## src/rtl/key_mode_pkg.sv

```systemverilog
// ============================================================================
// key_mode_pkg : shared LED mode encodings, key FSM state type, counter sizing
// Revision     : 1.0
// ============================================================================
`default_nettype none

package key_mode_pkg;

  // One-hot LED modes, shared with the flow_led pattern engine
  localparam logic [3:0] MODE_1 = 4'b0001;
  localparam logic [3:0] MODE_2 = 4'b0010;
  localparam logic [3:0] MODE_3 = 4'b0100;
  localparam logic [3:0] MODE_4 = 4'b1000;

  typedef enum logic [1:0] {
    IDLE       = 2'd0,
    PRESS_DB   = 2'd1,
    HELD       = 2'd2,
    RELEASE_DB = 2'd3
  } key_state_e;

  // Width needed to hold the values 0..n inclusive (so counters can saturate at n)
  function automatic int unsigned cnt_width(input int unsigned n);
    return (n < 2) ? 1 : $clog2(n + 1);
  endfunction

endpackage

`default_nettype wire

```

## src/rtl/key_sync.sv

```systemverilog
// ============================================================================
// key_sync : two-flop synchroniser for the raw key pin, output is 1 = pressed
// Revision : 1.0
// ============================================================================
`default_nettype none

module key_sync #(
  parameter int KEY_ACTIVE_LOW = 1
) (
  input  logic sys_clk_i,
  input  logic sys_rst_i,
  input  logic key_i,
  output logic pressed_o
);

  localparam logic RELEASED = (KEY_ACTIVE_LOW != 0);

  logic meta_q;
  logic sync_q;

  // Reset to the released pin level so no phantom press follows reset
  always_ff @(posedge sys_clk_i) begin
    if (sys_rst_i) begin
      meta_q <= RELEASED;
      sync_q <= RELEASED;
    end else begin
      meta_q <= key_i;
      sync_q <= meta_q;
    end
  end

  assign pressed_o = sync_q ^ RELEASED;

endmodule

`default_nettype wire

```

## src/rtl/key_mode_ctrl.sv

```systemverilog
// ============================================================================
// key_mode_ctrl : key debounce, press/release pulses and one-hot LED mode reg.
// Optional long-press-to-MODE_1 enabled by defining KEY_MODE_LONG_PRESS_EN.
// Revision      : 1.0
// ============================================================================
`default_nettype none

module key_mode_ctrl
  import key_mode_pkg::*;
#(
  parameter int unsigned DEBOUNCE_CYCLES   = 2_000_000,
  parameter int unsigned LONG_PRESS_CYCLES = 200_000_000,
  parameter int          KEY_ACTIVE_LOW    = 1
) (
  input  logic       sys_clk,
  input  logic       sys_rst,
  input  logic       key_in,
  output logic       key_level,
  output logic       key_press,
  output logic       key_release,
  output logic [3:0] mode,
  output logic       mode_change,
  output logic       long_press
);

  localparam int unsigned      CNT_W   = cnt_width(DEBOUNCE_CYCLES);
  localparam logic [CNT_W-1:0] DB_LAST = CNT_W'(DEBOUNCE_CYCLES - 1);
  localparam logic [CNT_W-1:0] CNT_MAX = '1;

  logic             k;
  key_state_e       state_q, state_d;
  logic [CNT_W-1:0] cnt_q, cnt_d;
  logic             key_level_q, key_level_d;
  logic             key_press_q, key_press_d;
  logic             key_release_q, key_release_d;
  logic [3:0]       mode_q, mode_d;
  logic             mode_change_q, mode_change_d;
  logic             long_hit;

  key_sync #(
    .KEY_ACTIVE_LOW (KEY_ACTIVE_LOW)
  ) u_key_sync (
    .sys_clk_i (sys_clk),
    .sys_rst_i (sys_rst),
    .key_i     (key_in),
    .pressed_o (k)
  );

  always_ff @(posedge sys_clk) begin
    if (sys_rst) begin
      state_q       <= IDLE;
      cnt_q         <= '0;
      key_level_q   <= 1'b0;
      key_press_q   <= 1'b0;
      key_release_q <= 1'b0;
      mode_q        <= MODE_1;
      mode_change_q <= 1'b0;
    end else begin
      state_q       <= state_d;
      cnt_q         <= cnt_d;
      key_level_q   <= key_level_d;
      key_press_q   <= key_press_d;
      key_release_q <= key_release_d;
      mode_q        <= mode_d;
      mode_change_q <= mode_change_d;
    end
  end

  always_comb begin
    state_d = state_q;
    cnt_d   = cnt_q;
    case (state_q)
      IDLE: begin
        if (k) begin
          state_d = PRESS_DB;
          cnt_d   = '0;
        end
      end
      PRESS_DB: begin
        if (!k) begin
          state_d = IDLE;
          cnt_d   = '0;
        end else if (cnt_q == DB_LAST) begin
          state_d = HELD;
          cnt_d   = '0;
        end else begin
          cnt_d = (cnt_q == CNT_MAX) ? cnt_q : cnt_q + CNT_W'(1);
        end
      end
      HELD: begin
        if (!k) begin
          state_d = RELEASE_DB;
          cnt_d   = '0;
        end
      end
      RELEASE_DB: begin
        if (k) begin
          state_d = HELD;
          cnt_d   = '0;
        end else if (cnt_q == DB_LAST) begin
          state_d = IDLE;
          cnt_d   = '0;
        end else begin
          cnt_d = (cnt_q == CNT_MAX) ? cnt_q : cnt_q + CNT_W'(1);
        end
      end
      default: begin
        state_d = IDLE;
        cnt_d   = '0;
      end
    endcase
  end

  // Outputs are registered, so pulses appear the cycle after the deciding edge
  always_comb begin
    key_level_d   = key_level_q;
    key_press_d   = 1'b0;
    key_release_d = 1'b0;
    mode_d        = mode_q;
    mode_change_d = 1'b0;
    if (state_q == PRESS_DB && k && cnt_q == DB_LAST) begin
      key_level_d   = 1'b1;
      key_press_d   = 1'b1;
      mode_d        = {mode_q[2:0], mode_q[3]};
      mode_change_d = 1'b1;
    end
    if (state_q == RELEASE_DB && !k && cnt_q == DB_LAST) begin
      key_level_d   = 1'b0;
      key_release_d = 1'b1;
    end
    if (long_hit) begin
      mode_d        = MODE_1;
      mode_change_d = (mode_q != MODE_1);
    end
  end

`ifdef KEY_MODE_LONG_PRESS_EN
  localparam int unsigned       HOLD_W    = cnt_width(LONG_PRESS_CYCLES);
  localparam logic [HOLD_W-1:0] HOLD_LAST = HOLD_W'(LONG_PRESS_CYCLES - 1);
  localparam logic [HOLD_W-1:0] HOLD_SAT  = HOLD_W'(LONG_PRESS_CYCLES);

  logic [HOLD_W-1:0] hold_cnt_q, hold_cnt_d;
  logic              long_press_q;

  // Saturating past the trigger value guarantees a single pulse per hold
  always_comb begin
    hold_cnt_d = '0;
    if (state_q == HELD && state_d == HELD) begin
      hold_cnt_d = (hold_cnt_q == HOLD_SAT) ? hold_cnt_q : hold_cnt_q + HOLD_W'(1);
    end
  end

  assign long_hit = (state_q == HELD) && (hold_cnt_q == HOLD_LAST);

  always_ff @(posedge sys_clk) begin
    if (sys_rst) begin
      hold_cnt_q   <= '0;
      long_press_q <= 1'b0;
    end else begin
      hold_cnt_q   <= hold_cnt_d;
      long_press_q <= long_hit;
    end
  end

  assign long_press = long_press_q;
`else
  assign long_hit   = 1'b0;
  assign long_press = 1'b0;
`endif

  assign key_level   = key_level_q;
  assign key_press   = key_press_q;
  assign key_release = key_release_q;
  assign mode        = mode_q;
  assign mode_change = mode_change_q;

endmodule

`default_nettype wire

```

## config.mk

```make
export PLATFORM = sky130hd
export DESIGN_NAME = key_mode_ctrl
export DESIGN_NICKNAME = d
export VERILOG_FILES = /design/src/rtl/key_mode_pkg.sv /design/src/rtl/key_sync.sv /design/src/rtl/key_mode_ctrl.sv
export SDC_FILE = /design/constraint.sdc
export NUM_CORES = 1
export LEC_CHECK = 0
export ABC_CLOCK_PERIOD_IN_PS = 2180
export CORE_MARGIN = 5
export CORE_UTILIZATION = 40
export DETAILED_ROUTE_END_ITERATION = 10
export GPL_TIMING_DRIVEN = 1
export SYNTH_ARGS = -nofsm -noshare
export SYNTH_HDL_FRONTEND = slang
export SYNTH_HIERARCHICAL = 1
export SYNTH_SLANG_ARGS = --single-unit
```

## constraint.sdc

```tcl
create_clock -name sys_clk -period 2.18 [get_ports sys_clk]
set_input_delay 0.436 -clock sys_clk [delete_from_list [all_inputs] [get_ports sys_clk]]
set_output_delay 0.436 -clock sys_clk [all_outputs]
set_load 0.05 [all_outputs]
```

==> impl_metrics.tcl, run 1 <==
set metrics [dict create \
    outcome "complete, no violations" \
    slew_viol_final 0 \
    hold_path.class "register to register" \
    grt_util_met3 0.0340 \
    design_power_total_w 0.00115 \
    first_pass_grt_wire_length_um 7250 \
    postCtsHoldBufs 0 \
    timing.critical_path.slowest_stage_cell "sky130_fd_sc_hd__or4_4" \
    syn-instance-count 202 \
    htreeDepth 2 \
    critPathLaunchType "register" \
    synthesis.yosys.warnings 6 \
    whs_path_depth 1 \
    die-width_um 76.7 \
    final.fill_count 415 \
    totalNegativeSetupSlack_ns 0 \
    power_density_nw_per_um2 559 \
    globalRoute.busiestLayer "met2" \
    synth.lib_cells_used.distinct 49 \
    timing.critical_path.buf_inv 0 \
    grt_use_met1 0.194 \
    post_synthesis_register_bit_count 32 \
    die_height_um 76.7 \
    final_area_um2 2050 \
    core_um2 4320 \
    dieArea_um2 5890 \
    core.rowCount 24 \
    critical_path_required_ns 2.38 \
    insertedDiodeCount 0 \
    grt.overflow.total 0 \
    detail-route-antenna-nets 0 \
    swShare 0.240 \
    drt_first_iter_violations 116 \
    initial_utilization 0.412 \
    post-route-drc-count 0 \
    drv.max_cap_violation_count 0 \
    wire_per_inst_um 16.0 \
    detail_route.vias_per_cell 6.12 \
    final.min_clock_period_ns 2.02 \
    clock_sinks 32 \
    clock_tree_from_tritoncts "done" \
    grt_pass1_vias 1550 \
    postSynth.asyncResetShare 0 \
    postSynthAreaPerCell_um2 8.82 \
    synth.net_count 206 \
    critical_path.top_delay_family "simple AND/OR/NAND/NOR gates" \
    endpoint_arrival_time_on_the_critical_path_ns 2.22 \
    io_pins 12 \
    layout-drive-gt1-share 0.167 \
    synthFlopType "sky130_fd_sc_hd__dfxtp_1" \
    timing_worst_setup_path_type "register to register" \
    worst_slack_ns 0.157 \
    hold_fails_final_rpt 0 \
    critical-path-max-stage-delay_ns 0.60 \
    postCtsSetupRepairBufs 0 \
    grt_use_total 0.152 \
    static_leak_nw 0.688 \
    synthesis.area_um2 1780 \
    dr_total_vias 1639 \
    setup.worst_path.end_class "register" \
    io_buffers 10 \
    p_int_w 0.000872 \
    whs_ns 0.409 \
    final_min_period_over_clock_period 0.928 \
    placedInstanceArea_um2 1950 \
    grt_use_met2 0.227 \
    cts.reportedPaths.clkPinSlew_ns 0.06 \
    finalClockSkew_ns 0.00376 \
    power.sequential.fraction 0.519 \
    post-place-ws_ns 0.0985 \
    cp_cell_sequence "ha_1 -> nand3_2 -> or4_4 -> nor2_4 -> o21ai_0 -> a311oi_1" \
    routabilityCongestion 0.962 \
    netSwitchingPower_w 0.000275 \
    pwr-share-clk 0.416 \
    worstSkewPairLatency_ns 0.29 \
    fraction_of_power_consumed_by_combinational_cells 0.065 \
    count_of_cell_instances_traversed_by_the_critical_path 6 \
    grt_max_degree 33 \
    max_freq_mhz 494 \
    setup-violations-final 0 \
    flow.area_growth_from_synthesis_pct 15.0 \
    numCtsBuffers 5 \
    ys_seq_area_frac 0.360 \
    first_pass_iters 4 \
    timing.reg2reg.worst_path_depth 6 \
    totalWireLength_um 4290 \
    grt_antenna_before_repair 0 \
    worst_slew_pin_slew_ns 0.507 \
    vdd_drop_max_uv 296 \
    detailedPlacementHpwl_um 3070 \
    cts.root.buffer_cell "sky130_fd_sc_hd__clkbuf_8" \
    clock_tree.buffer_depth 2 \
    fin_nets 219 \
    cp_max_fo 7 \
    slew_headroom 0.661 \
    synth_edf_count 0 \
    rsz_0062_raised_after_global_routing "false" \
]
## state kept, by name, indices dropped and copies added (netlist names), named ones only
| signal | flops |
|---|---|
| u_key_sync/meta_q | 1 |
| mode_change | 1 |
| key_release | 1 |
| state_q | 1 |
| u_key_sync/sync_q | 1 |
| mode | 4 |
| key_level | 1 |
| cnt_q | 21 |
## cell usage after synthesis, types with 5 or more instances
cell                       number  area [um2]
sky130_fd_sc_hd__dfxtp_1       32         641
sky130_fd_sc_hd__a21oi_1       17        85.1
sky130_fd_sc_hd__inv_1          9        33.8
sky130_fd_sc_hd__nand2_1        9        33.8
sky130_fd_sc_hd__a311oi_1       8        70.1
sky130_fd_sc_hd__nand4_1        8        50.1
sky130_fd_sc_hd__nor2_1         8        30.0
sky130_fd_sc_hd__o21ai_0        8        40.0
sky130_fd_sc_hd__nand3_1        7        35.0
sky130_fd_sc_hd__a21o_1         6        45.0
sky130_fd_sc_hd__a31oi_1        6        37.5
sky130_fd_sc_hd__nand2b_1       6        37.5
sky130_fd_sc_hd__a211oi_1       5        37.5
sky130_fd_sc_hd__or4_1          5        37.5
## cells by family after synthesis
group | count (synthesis) | synth area share
buf+inv | 26 | 0.0716
fa+ha+maj | 1 | 0.00702
flops | 32 | 0.360
compound gates | 66 | 0.256
xor+xnor | 1 | 0.00492
other cells | 1 | 0.00210
mux | 4 | 0.0225
simple gates | 71 | 0.277
## final cells by class
type / instances / area, um2 / share of cell area
Clock buffer: 8 / 90.1 / 0.0440
Multi-Input combinational cell: 144 / 1020 / 0.499
Timing Repair Buffer: 23 / 198 / 0.0965
Sequential cell: 32 / 641 / 0.313
Tap cell: 52 / 65.1 / 0.0317
Inverter: 9 / 33.8 / 0.0165
## cells in the final DEF (no fill, tap or decap), types with 2 or more instances in the layout
cell type / instances
sky130_fd_sc_hd__clkbuf_8: 6
sky130_fd_sc_hd__a31oi_1: 6
sky130_fd_sc_hd__inv_1: 9
sky130_fd_sc_hd__a21oi_1: 17
sky130_fd_sc_hd__a41oi_1: 3
sky130_fd_sc_hd__or4_1: 5
sky130_fd_sc_hd__nand3_1: 7
sky130_fd_sc_hd__nor4_2: 2
sky130_fd_sc_hd__and4_1: 3
sky130_fd_sc_hd__o21ai_0: 8
sky130_fd_sc_hd__mux2i_1: 4
sky130_fd_sc_hd__o31a_1: 3
sky130_fd_sc_hd__nand4_1: 8
sky130_fd_sc_hd__o21ai_1: 2
sky130_fd_sc_hd__dfxtp_1: 32
sky130_fd_sc_hd__and3_1: 3
sky130_fd_sc_hd__nand2b_1: 6
sky130_fd_sc_hd__a211oi_1: 5
sky130_fd_sc_hd__nand2_1: 9
sky130_fd_sc_hd__nor3_1: 4
sky130_fd_sc_hd__nor4_4: 2
sky130_fd_sc_hd__clkbuf_1: 2
sky130_fd_sc_hd__or2_2: 2
sky130_fd_sc_hd__or2_1: 2
sky130_fd_sc_hd__nor2_1: 8
sky130_fd_sc_hd__o211ai_1: 3
sky130_fd_sc_hd__a311oi_1: 8
sky130_fd_sc_hd__clkdlybuf4s50_1: 10
sky130_fd_sc_hd__a21o_1: 6
sky130_fd_sc_hd__buf_4: 13
## final timing paths
kind                                                   start                            to  slack (ns)
worst max-delay path                   cnt_q[0]$_SDFFE_PP0P_         cnt_q[5]$_SDFFE_PP0P_        0.16
worst min-delay path            u_key_sync/meta_q$_SDFF_PP1_  u_key_sync/sync_q$_SDFF_PP1_        0.41
worst max register to register         cnt_q[0]$_SDFFE_PP0P_         cnt_q[5]$_SDFFE_PP0P_        0.16
worst min register to register  u_key_sync/meta_q$_SDFF_PP1_  u_key_sync/sync_q$_SDFF_PP1_        0.41
## power groups by stage
| stage | Combinational, W | Sequential, W | Clock (W) |
|---|---|---|---|
| after detailed placement | 0.0000751 | 0.000608 | 0 |
| final | 0.0000751 | 0.000595 | 0.000477 |
| after CTS | 0.0000751 | 0.000594 | 0.000487 |
| after floorplan | 0.0000474 | 0.000611 | 0 |
| after global routing | 0.0000810 | 0.000595 | 0.000514 |
| after global placement | 0.0000737 | 0.000608 | 0 |
## through the flow
stage | util | instances
after floorplan | - | 202
after global placement | 0.451 | 260
after detailed placement | 0.451 | 260
after CTS | 0.472 | 268
after global routing | 0.474 | 268
final | 0.474 | 268
## routing by layer
layer | up-vias | wire, um
met3 | 10 | 174
met4 | 0 | 113
met1 | 793 | 2010
met5 | - | 0
li1 | 800 | -
met2 | 36 | 2000
## repair_timing
action,in CTS,in global routing
endpoints found under the setup margin,0,7
resized for setup,0,3
hold endpoints to repair,0,0
No activity file was read; power rests on OpenSTA's default activity.
==> run 2, diff against run 1 <==
CORE_MARGIN = unset   (was 5)
SETUP_SLACK_MARGIN = 0.4   (was unset)
==> run 2 against run 1 <==
  * Clock skew grew 0.00054 ns
  * Worst setup slack improved by 0.17 ns
  * Power is 1.7% higher
  * Clock-buffer cell count decreased by 1
  * Combinational power rose by 7.5%
  * Final cell count is 3.4% higher
  * Global-route usage is 6.2 points higher
  * Register-to-register slack better by 0.17 ns
  * Largest cell class unchanged
==> impl_metrics.tcl, run 2 (same netlist as run 1, synthesis figures left out) <==
set metrics [dict create \
    totalNegativeSetupSlack_ns 0 \
    postCtsHoldBufs 0 \
    rsz_0062_raised_after_global_routing "true" \
    drv.max_cap_violation_count 0 \
    first_pass_iters 4 \
    setup.worst_path.end_class "register" \
    final.fill_count 354 \
    setup_slack_of_the_most_critical_reg_to_reg_path_ns 0.32 \
    design_power_total_w 0.00117 \
    finalClockSkew_ns 0.00430 \
    drt_first_iter_violations 201 \
    routabilityCongestion 0.889 \
    critical_path_required_ns 2.39 \
    cp_cell_sequence "ha_4 -> nand3_4 -> nor4_4 -> buf_4 -> a21o_4 -> or4_1 -> a21oi_1" \
    detailedPlacementHpwl_um 2790 \
    cp_max_fo 6 \
    clock_tree.buffer_depth 2 \
    p_int_w 0.000890 \
    most_common_library_cell_in_the_layout_ignoring_fill_and_taps "sky130_fd_sc_hd__dfxtp_1" \
    clock_tree_from_tritoncts "done" \
    clock_sinks 32 \
    io_pins 12 \
    regMostFlops "cnt_q" \
    dieArea_um2 4730 \
    final_min_period_over_clock_period 0.851 \
    fin_nets 231 \
    die-width_um 68.7 \
    largest_reg_flops 21 \
    first_pass_grt_wire_length_um 7420 \
    flow.area_growth_from_synthesis_pct 31.5 \
    critical-path-max-stage-delay_ns 0.52 \
    insertedDiodeCount 0 \
    hold_path.class "register to register" \
    outcome "complete, no violations" \
    wire_per_inst_um 17.3 \
    cts.reportedPaths.clkPinSlew_ns 0.07 \
    most-common-layout-cells "21 x sky130_fd_sc_hd__dfxtp_1, 19 x sky130_fd_sc_hd__buf_4, 11 x sky130_fd_sc_hd__a21oi_1" \
    numCtsBuffers 5 \
    io_buffers 10 \
    power_density_nw_per_um2 498 \
    swShare 0.237 \
    timing_worst_setup_path_type "register to register" \
    layout-drive-gt1-share 0.374 \
    grt.overflow.total 0 \
    power.sequential.fraction 0.504 \
    core.rowCount 23 \
    die_height_um 68.7 \
    grt_pass1_vias 1519 \
    detail-route-antenna-nets 0 \
    endpoint_arrival_time_on_the_critical_path_ns 2.06 \
    detail_route.vias_per_cell 6.27 \
    post-route-drc-count 0 \
    slew_viol_final 0 \
    critPathLaunchType "register" \
    dr_total_vias 1736 \
    layout.cells.non_filler 277 \
    timing.critical_path.slowest_stage_cell "sky130_fd_sc_hd__or4_1" \
    post-place-ws_ns 0.134 \
    core_um2 4140 \
    htreeDepth 2 \
    worst_slack_ns 0.325 \
    netSwitchingPower_w 0.000276 \
    pwr-share-clk 0.427 \
    final.min_clock_period_ns 1.86 \
    grt_use_total 0.214 \
    totalWireLength_um 4800 \
    numPlacedInstances 252 \
    grt_max_degree 36 \
    setup-violations-final 0 \
    worstSkewPairLatency_ns 0.28 \
    cts.root.buffer_cell "sky130_fd_sc_hd__clkbuf_8" \
    static_leak_nw 0.794 \
    vdd_drop_max_uv 381 \
    initial_utilization 0.430 \
    grt_antenna_before_repair 0 \
    postLayoutCoreUtil 0.565 \
    max_freq_mhz 539 \
    hold_fails_final_rpt 0 \
    fraction_of_power_consumed_by_combinational_cells 0.069 \
]
run 2: metrics by stage:
stage | hold WS (ns) | instance area (um2)
floorplan | 0.383 | 1840
global placement | 0.389 | 1940
detailed placement | 0.387 | 1940
CTS | 0.403 | 2190
global route | 0.438 | 2340
finish | 0.403 | 2340
run 2: power by group through the flow:
| stage | clock, W | sequential [W] | combinational (W) |
|---|---|---|---|
| floorplan | 0 | 0.000612 | 0.0000484 |
| global placement | 0 | 0.000608 | 0.0000718 |
| detailed placement | 0 | 0.000608 | 0.0000717 |
| CTS | 0.000503 | 0.000590 | 0.0000736 |
| global route | 0.000527 | 0.000588 | 0.0000869 |
| finish | 0.000498 | 0.000588 | 0.0000807 |
run 2: worst paths after layout:
| kind | start | to | cells after the start |
|---|---|---|---|
| setup / recovery | cnt_q[0]$_SDFFE_PP0P_ | cnt_q[9]$_SDFFE_PP0P_ | 7 |
| setup reg to reg | cnt_q[0]$_SDFFE_PP0P_ | cnt_q[9]$_SDFFE_PP0P_ | 7 |
| hold / removal | u_key_sync/meta_q$_SDFF_PP1_ | u_key_sync/sync_q$_SDFF_PP1_ | 1 |
| hold reg to reg | u_key_sync/meta_q$_SDFF_PP1_ | u_key_sync/sync_q$_SDFF_PP1_ | 1 |
run 2: metal layers:
metal / up-vias / GRT usage / share of wire
li1: 823 / - / -
met1: 849 / 0.288 / 0.44
met2: 55 / 0.341 / 0.49
met3: 9 / 0.0378 / 0.047
met4: 0 / 0.0791 / 0.021
met5: - / 0 / 0
run 2: timing repair:
item | 4_1_cts | 5_1_grt
resized for setup | 39 | 28
pin swaps | 23 | 15
buffers inserted | 10 | 7
gates cloned | 1 | 0
endpoints found under the setup margin | 35 | 29
run 2: cell type report:
cell class,count,area (um2),share of cell area
multi-input combinational,145,1180,0.505
clock buffer,7,96.3,0.0411
inverter,9,33.8,0.0144
timing repair buffer,34,298,0.127
sequential,32,669,0.286
tap,50,62.6,0.0267
run 2: critical path: cells and delay by family (launching register included):
| kind | cells | cell delay [ns] |
|---|---|---|
| DFF | 1 | 0.36 |
| and+or+nand+nor | 3 | 0.71 |
| buffers and inverters | 1 | 0.15 |
| AOI/OAI and AO/OA | 2 | 0.40 |
| adders and majority gates | 1 | 0.17 |
==> run 3, diff against run 2 <==
SYNTH_HIERARCHICAL = unset   (was 1)
==> run 3 against run 2 <==
  * Global-route usage shrank 0.63 points
  * Cell area shrank 6.9%
  * Worst setup slack lost 0.043 ns
  * Sequential share of layout area grew 2.3 points
  * Highest routed layer unchanged
  * Largest power group unchanged
==> impl_metrics.tcl, run 3 <==
set metrics [dict create \
    outcome "complete, no violations" \
    syn-instance-count 203 \
    drt_first_iter_violations 126 \
    ys_top_cells_by_count "32 x sky130_fd_sc_hd__dfxtp_1, 18 x sky130_fd_sc_hd__nor2_1, 15 x sky130_fd_sc_hd__a21oi_1, 13 x sky130_fd_sc_hd__nand3_1" \
    first_pass_grt_wire_length_um 7040 \
    initial_utilization 0.424 \
    multi_input_area_um2 1100 \
    synth.net_count 207 \
    postSynthAreaPerCell_um2 8.54 \
    totalWireLength_um 4310 \
    layout-drive-gt1-share 0.278 \
    endpoint_arrival_time_on_the_critical_path_ns 2.07 \
    critPathLaunchType "register" \
    detailedPlacementHpwl_um 2930 \
    die-width_um 67.8 \
    detail-route-antenna-nets 0 \
    htreeDepth 2 \
    routabilityCongestion 0.919 \
    hold_fails_final_rpt 0 \
    synthesis.yosys.warnings 0 \
    post_synthesis_register_bit_count 32 \
    finalClockSkew_ns 0.00814 \
    design_power_total_w 0.00121 \
    static_leak_nw 0.785 \
    dieArea_um2 4600 \
    max_freq_mhz 527 \
    timing_worst_setup_path_type "register to register" \
    placedInstanceArea_um2 1930 \
    timing.critical_path.slowest_stage_cell "sky130_fd_sc_hd__or4b_4" \
    cts.reportedPaths.clkPinSlew_ns 0.07 \
    io_pins 12 \
    synth.lib_cells_used.distinct 57 \
    largest_reg_flops 21 \
    core.rowCount 23 \
    setup.worst_path.end_class "register" \
    synthDominantAreaCellType "sky130_fd_sc_hd__dfxtp_1" \
    setup-violations-final 0 \
    slew_viol_final 0 \
    rsz_0062_raised_after_global_routing "true" \
    clock_sinks 32 \
    power_density_nw_per_um2 555 \
    final_area_um2 2180 \
    final.min_clock_period_ns 1.90 \
    setup_slack_of_the_most_critical_reg_to_reg_path_ns 0.28 \
    cp_cell_sequence "or4b_4 -> nor4_4 -> a21oi_2 -> buf_12 -> a21o_1 -> a32o_1" \
    timing.reg2reg.worst_path_depth 6 \
    critical-path-max-stage-delay_ns 0.55 \
    detail_route.vias_per_cell 5.95 \
    grt_use_total 0.208 \
    hold_path.class "register to register" \
    synth.area.top_cells "sky130_fd_sc_hd__dfxtp_1 37%, sky130_fd_sc_hd__a21oi_1 4.3%, sky130_fd_sc_hd__nor2_1 3.9%" \
    postSynth.asyncResetShare 0 \
    most-common-layout-cells "20 x sky130_fd_sc_hd__dfxtp_1, 16 x sky130_fd_sc_hd__nor2_1, 15 x sky130_fd_sc_hd__a21oi_1" \
    sequential_area_um2 673 \
    most_common_library_cell_in_the_layout_ignoring_fill_and_taps "sky130_fd_sc_hd__dfxtp_1" \
    grt_pass1_vias 1489 \
    critPathCapture "cnt_q[1]$_SDFFE_PP0P_" \
    worstSkewPairLatency_ns 0.28 \
    grt.overflow.total 0 \
    final_min_period_over_clock_period 0.871 \
    r2r_end "cnt_q[1]$_SDFFE_PP0P_" \
    totalNegativeSetupSlack_ns 0 \
    cts.root.buffer_cell "sky130_fd_sc_hd__clkbuf_8" \
    grt_antenna_before_repair 0 \
    post-route-drc-count 0 \
    io_buffers 10 \
    regMostFlops "cnt_q" \
    die_height_um 67.8 \
    synthesis.area_um2 1730 \
    dr_total_vias 1624 \
    insertedDiodeCount 0 \
    drv.max_cap_violation_count 0 \
    critical_path_required_ns 2.35 \
    wire_per_inst_um 15.8 \
    clock_tree.buffer_depth 2 \
    r2r-start "cnt_q[7]$_SDFFE_PP0P_" \
    synthFlopType "sky130_fd_sc_hd__dfxtp_1" \
    synthDominantCellAreaShare 0.370 \
    grt_max_degree 33 \
    flow.area_growth_from_synthesis_pct 25.8 \
    critPathLaunch "cnt_q[7]$_SDFFE_PP0P_" \
    cp_max_fo 32 \
    final.fill_count 385 \
    vdd_drop_max_uv 268 \
    postCtsHoldBufs 0 \
    synth_edf_count 0 \
    ys_seq_area_frac 0.370 \
    numCtsBuffers 5 \
    synthMostInstantiatedCell "sky130_fd_sc_hd__dfxtp_1" \
    first_pass_iters 4 \
    core_um2 4090 \
    fin_nets 226 \
    clock_tree_from_tritoncts "done" \
]
-- run 3: cell count changes in the layout (fill, tap and decap cells not counted), sizes merged, moves of 5 or more --
cell / delta
nand3: +5
nor2: +9
a21o: -6
nand4: -5
a311oi: -8
buf: -11
-- run 3: layout make-up --
| cell class | instances | share of cell area |
|---|---|---|
| clock buffers | 6 | 0.0333 |
| clock inverters | 2 | 0.0161 |
| inverters | 9 | 0.0155 |
| multi-input cells | 151 | 0.504 |
| flip-flops and latches | 32 | 0.309 |
| well taps | 50 | 0.0287 |
| repair buffers | 23 | 0.0936 |
-- run 3: worst min path at each step --
stage	start	to	depth (start not counted)	slack [ns]
3_3_place_gp	u_key_sync.meta_q$_SDFF_PP1_	u_key_sync.sync_q$_SDFF_PP1_	1	0.40
6_report	u_key_sync.meta_q$_SDFF_PP1_	u_key_sync.sync_q$_SDFF_PP1_	1	0.42
3_5_place_dp	u_key_sync.meta_q$_SDFF_PP1_	u_key_sync.sync_q$_SDFF_PP1_	1	0.40
2_1_floorplan	u_key_sync.meta_q$_SDFF_PP1_	u_key_sync.sync_q$_SDFF_PP1_	1	0.39
4_1_cts	u_key_sync.meta_q$_SDFF_PP1_	u_key_sync.sync_q$_SDFF_PP1_	1	0.42
5_1_grt	u_key_sync.meta_q$_SDFF_PP1_	u_key_sync.sync_q$_SDFF_PP1_	1	0.44
-- run 3: cell families after synthesis --
kind of cell,Yosys count,synth area share
AOI/OAI and AO/OA,60,0.237
xor gates and xnor gates,3,0.0152
adders and majority gates,1,0.00722
buffers and inverters,20,0.0657
DFF,32,0.370
muxes,3,0.0173
other,1,0.00216
and+or+nand+nor,83,0.286
-- run 3: critical path, delay by kind of cell (launching register included) --
| kind | cells | cell delay, ns |
|---|---|---|
| AND/OR/NAND/NOR | 2 | 0.74 |
| AO/OA/AOI/OAI | 3 | 0.48 |
| flip-flops | 1 | 0.37 |
| buffers and inverters | 1 | 0.18 |
-- run 3: report_power, final --
part	internal [W]	switching, W	total [W]	leakage [nW]
combinational	0.0000208	0.0000344	0.0000551	0.463
clock	0.000339	0.000219	0.000558	0.0552
sequential	0.000586	0.00000958	0.000596	0.267
-- run 3: stage by stage --
step	instances	worst slack [ns]	hold WS (ns)	util
finish	273	0.282	0.415	0.533
detailed placement	261	0.222	0.405	0.472
global route	273	0.215	0.437	0.533
floorplan	203	0.396	0.389	-
global placement	261	0.255	0.397	0.472
CTS	272	0.288	0.421	0.523
-- run 3: metal layers --
metal / vias up / GRT usage / share of wire / wire (um)
li1: 803 / - / - / -
met1: 783 / 0.281 / 0.49 / 2100
met2: 31 / 0.322 / 0.46 / 2000
met3: 7 / 0.0500 / 0.036 / 156
met4: 0 / 0.0729 / 0.013 / 55
met5: - / 0 / 0 / 0
-- run 3: repair_timing --
action / 4_1_cts / 5_1_grt
pin swaps: 3 / 4
resized for setup: 35 / 10
setup buffers: 3 / 1
setup endpoints to repair: 33 / 28
